$ cat config.mk
export PLATFORM = sky130hd
export DESIGN_NAME = processor_fetch_prefetch_flat
export DESIGN_NICKNAME = d
export VERILOG_FILES = /design/src/rtl/processor_fetch_pkg.sv /design/src/rtl/processor_fetch_prefetch_if.sv /design/src/rtl/processor_fetch_fifo.sv /design/src/rtl/processor_fetch_prefetch.sv /design/src/flat_wrapper.sv
export SDC_FILE = /design/constraint.sdc
export NUM_CORES = 1
export LEC_CHECK = 0
export CAP_MARGIN = 20
export CORE_AREA = 3 3 132 134
export CTS_CLUSTER_DIAMETER = 40
export DETAILED_ROUTE_END_ITERATION = 8
export DIE_AREA = 0 0 135 137
export GPL_TIMING_DRIVEN = 0
export PLACE_DENSITY = 0.73
export REMOVE_ABC_BUFFERS = 1
export SETUP_SLACK_MARGIN = 0.05
export SYNTH_ARGS = -nofsm -noshare
export SYNTH_HDL_FRONTEND = slang
export SYNTH_HIERARCHICAL = 1
export SYNTH_SLANG_ARGS = --single-unit
export TNS_END_PERCENT = 100
$ cat constraint.sdc
create_clock -name clk -period 3.4 [get_ports clk]
set_input_delay 0.51 -clock clk [delete_from_list [all_inputs] [get_ports clk]]
set_output_delay 0.51 -clock clk [all_outputs]
set_load 0.05 [all_outputs]
$ cat src/rtl/processor_fetch_pkg.sv
// Shared constants and types for the sequential instruction-fetch prefetcher.
package processor_fetch_pkg;

  localparam int unsigned DEF_ADDR_W = 11;
  localparam int unsigned DEF_DATA_W = 32;

  typedef logic [0:0] fetch_state_t;
  localparam fetch_state_t StIdle  = 1'b0;
  localparam fetch_state_t StFetch = 1'b1;

  typedef struct packed {
    logic [DEF_ADDR_W-1:0] addr;
    logic [DEF_DATA_W-1:0] data;
  } fetch_entry_t;

  // Occupancy counters must be able to represent a completely full FIFO.
  function automatic int unsigned cnt_width(input int unsigned depth);
    return $clog2(depth + 1);
  endfunction

endpackage

$ cat src/rtl/processor_fetch_prefetch_if.sv
// Consumer stream and RAM port bundle for the prefetcher; master is the prefetcher side.
interface processor_fetch_prefetch_if #(
  parameter int unsigned ADDR_W = 11,
  parameter int unsigned DATA_W = 32
);

  logic              out_valid;
  logic              out_ready;
  logic [DATA_W-1:0] out_data;
  logic [ADDR_W-1:0] out_addr;

  logic [ADDR_W-1:0] mem_address;
  logic              mem_chipselect;
  logic              mem_write;
  logic [3:0]        mem_byteenable;
  logic              mem_clken;
  logic [DATA_W-1:0] mem_readdata;

  modport master (
    output out_valid,
    output out_data,
    output out_addr,
    input  out_ready,
    output mem_address,
    output mem_chipselect,
    output mem_write,
    output mem_byteenable,
    output mem_clken,
    input  mem_readdata
  );

  modport slave (
    input  out_valid,
    input  out_data,
    input  out_addr,
    output out_ready,
    input  mem_address,
    input  mem_chipselect,
    input  mem_write,
    input  mem_byteenable,
    input  mem_clken,
    output mem_readdata
  );

endinterface

$ cat src/rtl/processor_fetch_fifo.sv
// Synchronous DEPTH-entry FIFO with flush; occupancy is exported for credit accounting.
module processor_fetch_fifo
  import processor_fetch_pkg::*;
#(
  parameter int unsigned WIDTH = DEF_ADDR_W + DEF_DATA_W,
  parameter int unsigned DEPTH = 4,
  localparam int unsigned CNT_W = cnt_width(DEPTH),
  localparam int unsigned PTR_W = $clog2(DEPTH)
) (
  input  logic             clk,
  input  logic             reset_n,
  input  logic             flush,
  input  logic             push,
  input  logic [WIDTH-1:0] push_data,
  input  logic             pop,
  output logic [WIDTH-1:0] pop_data,
  output logic             empty,
  output logic [CNT_W-1:0] count
);

  logic [WIDTH-1:0] mem_q [DEPTH];
  logic [PTR_W-1:0] wr_ptr_q, wr_ptr_d;
  logic [PTR_W-1:0] rd_ptr_q, rd_ptr_d;
  logic [CNT_W-1:0] count_q, count_d;
  logic             full;

  // DEPTH need not be a power of two, so pointers wrap explicitly.
  function automatic logic [PTR_W-1:0] ptr_inc(input logic [PTR_W-1:0] ptr);
    return (ptr == PTR_W'(DEPTH - 1)) ? '0 : ptr + 1'b1;
  endfunction

  assign empty    = (count_q == '0);
  assign full     = (count_q == CNT_W'(DEPTH));
  assign count    = count_q;
  assign pop_data = mem_q[rd_ptr_q];

  always_comb begin
    wr_ptr_d = wr_ptr_q;
    rd_ptr_d = rd_ptr_q;
    count_d  = count_q;
    if (flush) begin
      wr_ptr_d = '0;
      rd_ptr_d = '0;
      count_d  = '0;
    end else begin
      if (push) wr_ptr_d = ptr_inc(wr_ptr_q);
      if (pop)  rd_ptr_d = ptr_inc(rd_ptr_q);
      unique case ({push, pop})
        2'b10:   count_d = count_q + 1'b1;
        2'b01:   count_d = count_q - 1'b1;
        default: count_d = count_q;
      endcase
    end
  end

  always_ff @(posedge clk or negedge reset_n) begin
    if (!reset_n) begin
      wr_ptr_q <= '0;
      rd_ptr_q <= '0;
      count_q  <= '0;
    end else begin
      wr_ptr_q <= wr_ptr_d;
      rd_ptr_q <= rd_ptr_d;
      count_q  <= count_d;
    end
  end

  // Payload storage needs no reset; the count alone decides what is valid.
  always_ff @(posedge clk) begin
    if (push && !flush) mem_q[wr_ptr_q] <= push_data;
  end

  push_into_full_a: assert property (@(posedge clk) disable iff (!reset_n)
    !(push && full && !flush));
  pop_from_empty_a: assert property (@(posedge clk) disable iff (!reset_n)
    !(pop && empty && !flush));

endmodule

$ cat src/rtl/processor_fetch_prefetch.sv
// Sequential instruction prefetcher: streams words from a single-port RAM with one-cycle
// read latency into a small FIFO, restarting cleanly on each redirect.
module processor_fetch_prefetch
  import processor_fetch_pkg::*;
#(
  parameter int unsigned ADDR_W = DEF_ADDR_W,
  parameter int unsigned DATA_W = DEF_DATA_W,
  parameter int unsigned DEPTH  = 4
) (
  input  logic                       clk,
  input  logic                       reset_n,
  input  logic                       start,
  input  logic [ADDR_W-1:0]          start_addr,
  input  logic                       halt,
  output logic                       busy,
  processor_fetch_prefetch_if.master bus
);

  localparam int unsigned CNT_W = cnt_width(DEPTH);

  fetch_state_t              state_q, state_d;
  logic [ADDR_W-1:0]         fetch_ptr_q, fetch_ptr_d;
  logic [ADDR_W-1:0]         inflight_addr_q;
  logic                      inflight_q;
  logic                      issue;
  logic                      push;
  logic                      pop;
  logic                      fifo_empty;
  logic [CNT_W-1:0]          fifo_count;
  logic [CNT_W:0]            credit_used;
  logic [ADDR_W+DATA_W-1:0]  fifo_rdata;

  // An outstanding read already owns a FIFO slot, so it counts against the credit.
  assign credit_used = {1'b0, fifo_count} + (CNT_W+1)'(inflight_q);
  assign issue       = (state_q == StFetch) && !start && !halt &&
                       (credit_used < (CNT_W+1)'(DEPTH));

  // A read returning in a redirect cycle belongs to the old stream and is dropped.
  assign push = inflight_q && !start;

  assign bus.out_valid = !fifo_empty && !start;
  assign pop           = bus.out_valid && bus.out_ready;
  assign {bus.out_addr, bus.out_data} = bus.out_valid ? fifo_rdata : '0;

  assign bus.mem_address    = fetch_ptr_q;
  assign bus.mem_chipselect = issue;
  assign bus.mem_write      = 1'b0;
  assign bus.mem_byteenable = 4'hF;
  assign bus.mem_clken      = 1'b1;

  assign busy = (state_q == StFetch);

  always_comb begin
    state_d     = state_q;
    fetch_ptr_d = fetch_ptr_q;
    if (start) begin
      state_d     = StFetch;
      fetch_ptr_d = start_addr;
    end else begin
      if (halt)  state_d     = StIdle;
      if (issue) fetch_ptr_d = fetch_ptr_q + 1'b1;
    end
  end

  always_ff @(posedge clk or negedge reset_n) begin
    if (!reset_n) begin
      state_q         <= StIdle;
      fetch_ptr_q     <= '0;
      inflight_q      <= 1'b0;
      inflight_addr_q <= '0;
    end else begin
      state_q     <= state_d;
      fetch_ptr_q <= fetch_ptr_d;
      inflight_q  <= issue;
      if (issue) inflight_addr_q <= fetch_ptr_q;
    end
  end

  processor_fetch_fifo #(
    .WIDTH (ADDR_W + DATA_W),
    .DEPTH (DEPTH)
  ) u_fifo (
    .clk       (clk),
    .reset_n   (reset_n),
    .flush     (start),
    .push      (push),
    .push_data ({inflight_addr_q, bus.mem_readdata}),
    .pop       (pop),
    .pop_data  (fifo_rdata),
    .empty     (fifo_empty),
    .count     (fifo_count)
  );

endmodule

$ cat src/flat_wrapper.sv
// flat-port wrapper written by rule: the top's interface ports become plain ports
module processor_fetch_prefetch_flat import processor_fetch_pkg::*;
#(
  parameter int unsigned ADDR_W = DEF_ADDR_W,
  parameter int unsigned DATA_W = DEF_DATA_W,
  parameter int unsigned DEPTH  = 4
)
  (clk, reset_n, start, start_addr, halt, busy, bus_out_valid, bus_out_data, bus_out_addr, bus_out_ready, bus_mem_address, bus_mem_chipselect, bus_mem_write, bus_mem_byteenable, bus_mem_clken, bus_mem_readdata);
  processor_fetch_prefetch_if #(.ADDR_W(ADDR_W), .DATA_W(DATA_W)) bus_i ();
  input  logic clk;
  input  logic reset_n;
  input  logic start;
  input  logic [ADDR_W-1:0] start_addr;
  input  logic halt;
  output logic busy;
  output wire logic [$bits(bus_i.out_valid)-1:0] bus_out_valid;
  output wire logic [$bits(bus_i.out_data)-1:0] bus_out_data;
  output wire logic [$bits(bus_i.out_addr)-1:0] bus_out_addr;
  input wire logic [$bits(bus_i.out_ready)-1:0] bus_out_ready;
  output wire logic [$bits(bus_i.mem_address)-1:0] bus_mem_address;
  output wire logic [$bits(bus_i.mem_chipselect)-1:0] bus_mem_chipselect;
  output wire logic [$bits(bus_i.mem_write)-1:0] bus_mem_write;
  output wire logic [$bits(bus_i.mem_byteenable)-1:0] bus_mem_byteenable;
  output wire logic [$bits(bus_i.mem_clken)-1:0] bus_mem_clken;
  input wire logic [$bits(bus_i.mem_readdata)-1:0] bus_mem_readdata;
  assign bus_out_valid = bus_i.out_valid;
  assign bus_out_data = bus_i.out_data;
  assign bus_out_addr = bus_i.out_addr;
  assign bus_i.out_ready = bus_out_ready;
  assign bus_mem_address = bus_i.mem_address;
  assign bus_mem_chipselect = bus_i.mem_chipselect;
  assign bus_mem_write = bus_i.mem_write;
  assign bus_mem_byteenable = bus_i.mem_byteenable;
  assign bus_mem_clken = bus_i.mem_clken;
  assign bus_i.mem_readdata = bus_mem_readdata;
  processor_fetch_prefetch #(.ADDR_W(ADDR_W), .DATA_W(DATA_W), .DEPTH(DEPTH)) u_core (.clk(clk), .reset_n(reset_n), .start(start), .start_addr(start_addr), .halt(halt), .busy(busy), .bus(bus_i));
endmodule
==> qor.yml <==
power:
  cell_pwr_density_nw_per_um2: 575
  power_leakage_nw: 3.59
  worst_ir_drop_vdd_mv: 0.377
cells_and_area:
  final_nets: 614
  most-common-layout-cells: "edfxtp_1, clkdlybuf4s50_1, and2_1"
  seqCellArea_um2: 5950
  nFillCells: 1118
  layout-drive-gt1-share_pct: 16.8
  num_antenna_cells: 0
  multiInputGateArea_um2: 2020
  area_delta_synth_final_pct: 25.8
  layout.cells.most_common: "edfxtp_1"
  final_cells: 797
detailed_routing:
  drcViolationCount: 0
  drt_iter0_drc: 323
  antenna_violating_nets_post_route: 0
  first_pass_iters: 4
  top_signal_layer_used: "met4"
  drt-total-wl_mm: 15.4
  wl_met1_mm: 6.41
  via_per_inst: 5.49
  routedWlPerCell_um: 19.3
  detailroute.wirelength.met3_mm: 1.08
  via_count: 4379
  total_met2_wirelength_after_detailed_routing_mm: 7.64
flow_run:
  max_cap_violations: 0
worst_setup_path:
  critical-path-top-delay-family: "buffers and inverters"
  reg2reg_path_depth: 8
  cp-start-kind: "flip-flop"
  timing.rr.end: "u_core/u_fifo/count[2]$_DFFE_PN0P_"
  timing.critical_path.cells: "buf_16, mux4_2, and2_1, clkdlybuf4s50_1"
  critical_path.n_buffers_inverters: 2
  crit_cells: 4
  setup.reg_to_reg.worst_slack_ps: 950
  worstPathRequired_ps: 2890
  timing.critical_path.to_type: "output port"
  max_stage_delay_on_crit_path_ps: 690
  critical_path_arrival_ps: 2710
  critical_path_class: "flip-flop to output port"
  critical_path.slowest_cell: "clkdlybuf4s50_1"
  worstPathMaxFanout: 41
  rr_startpoint: "u_core/u_fifo/count[0]$_DFFE_PN0P_"
clock_network:
  clockRootBuffer: "clkbuf_16"
  worst_skew_pair.late_latency_ps: 490
  cts.sink_count: 203
  clk_path_buf_depth: 3
  cts_hold_buf: 0
  cts_inserted_buffers: 25
  cts_tree: "built"
  clock_tree.htree_level_count: 1
  clk_transition_reported_paths_ps: 50
yosys:
  synthesis.yosys.warnings: 6
  synthDominantCellAreaShare_pct: 63.3
  yosys_register_bits: 203
  postSynthCellCount: 445
  yosysTopAreaCell: "edfxtp_1"
  synth_enable_flop_cells: 172
  synthesis.area_per_instance_um2: 18.3
  synthFlopType: "edfxtp_1"
  synth.top_cells.by_area: "edfxtp_1, mux4_2, dfrtp_1"
  share_of_flip_flops_with_an_asynchronous_set_or_reset_after_synthesis_pct: 15.3
  netlist_area_before_placement_um2: 8160
  sequential_cell_area_fraction_in_the_yosys_report_pct: 72.8
  synth.lib_cells_used.distinct: 40
floorplan:
  placementRows: 47
  dieHeight_um: 137
  io_pins: 111
  coreArea_um2: 16400
  dieArea_um2: 18500
  die_x_um: 135
  initial_core_utilization_pct: 49.8
global_route:
  first_pass_grt_wire_length_mm: 24.4
  groute.usage.overall_pct: 16.9
  grt_pass1_vias: 4537
  largest_net_degree_at_the_start_of_global_routing: 42
  antenna_violations_before_repair: 0
  grt-ovfl-total: 0
timing:
  worst-slew-pin-transition_ps: 778
  setup_total_negative_slack_ps: 0
  final.hold.worst_slack_ps: 67.7
  clock_skew_ps: 9.84
  report.final.hold_viol_count: 0
  fin_ws_ps: 182
  final_period_minus_worst_setup_slack_ps: 3220
  grt_setup_unrepaired: "no"
  max_freq_ghz: 0.311
  max-slew-margin-rel_pct: 48.1
  timing_max_transition_violations_final: 0
  period_share_pct: 94.6
  timing.final.setup_violations: 0
worst_hold_path:
  hold_path.class: "input port to asynchronous set/reset pin"
placement:
  gpl.final_weighted_congestion: 0.842
  count_of_placed_standard_cells_including_taps: 753
  dpl_worst_slack_ps: -1110
  io_buffer_count: 104
  post-dp-hpwl_mm: 9.28
status:
  run_status: "complete, no violations"
synthesized netlist by cell type (3+ instances only):
cell	count
edfxtp_1	172
and2_1	48
mux4_2	38
nand2_1	38
dfrtp_1	31
nor2_1	11
buf_2	9
o21ai_0	9
a221o_1	7
clkbuf_1	7
buf_4	6
nor3_1	6
ha_1	5
inv_1	5
mux4_1	5
a21o_1	4
buf_12	4
nand3_1	4
xnor2_1	4
a22oi_1	3
nor2b_1	3
nor3b_1	3
what timing repair did:
item                                   CTS  global route
gates resized for setup                  9             6
setup buffers                            0             0
setup endpoints to repair               45             5
endpoints found under the hold margin    0             0
cloned                                   0             0
routing by layer:
| layer | GRT usage (%) | vias to the layer above |
|---|---|---|
| li1 | - | 1948 |
| met1 | 23.3 | 2233 |
| met2 | 28.0 | 174 |
| met3 | 3.24 | 24 |
| met4 | 4.31 | 0 |
| met5 | 0 | - |
kinds of logic (layout without fill, tap and decap cells):
group,Yosys count,in the layout,synth area share [%]
AND/OR/NAND/NOR,124,124,8.03
XOR/XNOR,6,6,0.644
multiplexers,45,45,12.3
flip-flops,203,203,72.8
adder cells (fa/ha/maj),6,6,1.01
buffers and inverters,33,161,2.82
other,2,6,0.0920
AO/OA/AOI/OAI,26,26,2.30
worst max-delay path by stage:
| stage | startpoint | end | slack, ps |
|---|---|---|---|
| 6_report | u_core/u_fifo/rd_ptr_q[0]$_DFFE_PN0P_ | bus_out_data[8] | 180 |
| 5_1_grt | u_core/u_fifo/rd_ptr_q[0]$_DFFE_PN0P_ | bus_out_data[27] | 60 |
| 4_1_cts | u_core/u_fifo/rd_ptr_q[0]$_DFFE_PN0P_ | bus_out_data[2] | 80 |
| 3_5_place_dp | start | bus_mem_chipselect | -1110 |
| 3_3_place_gp | start | bus_out_addr[5] | -2250 |
| 2_1_floorplan | u_core/u_fifo/rd_ptr_q[0]$_DFFE_PN0P_ | bus_out_addr[10] | 130 |
stage by stage:
| step | cell area (µm²) | power, mW | utilization [%] |
|---|---|---|---|
| after floorplan | 7970 | 3.21 | - |
| after global placement | 9290 | 3.42 | 56.6 |
| after detailed placement | 9460 | 3.45 | 57.6 |
| after CTS | 10300 | 5.98 | 62.6 |
| after global routing | 10300 | 6.12 | 62.6 |
| final | 10300 | 5.91 | 62.6 |
power breakdown:
part           total [mW]  switching [mW]  internal, mW  leakage [nW]
clock                2.52           0.942          1.57         0.393
combinational       0.531           0.318         0.213          1.25
sequential           2.86          0.0730          2.79          1.94
total                5.91            1.33          4.58          3.59
flip-flops by register name (all words and copies together), names as in the netlist:
signal                  count
u_core/bus.mem_address     11
u_core/u_fifo/mem_q       172
u_core/busy                 1
u_core/u_fifo/rd_ptr_q      2
u_core/u_fifo/wr_ptr_q      2
u_core/inflight_addr_q     11
u_core/u_fifo/count         3
u_core/inflight_q           1
final cells by class:
cell class | instances | share of cell area (%)
clock buffers | 26 | 6.13
repair buffers | 111 | 11.6
flip-flops and latches | 203 | 57.9
multi-input cells | 213 | 19.7
well taps | 220 | 2.68
inverters | 6 | 0.244
clock inverters | 18 | 1.74
Note: power is estimated with default switching activity, not from simulation.
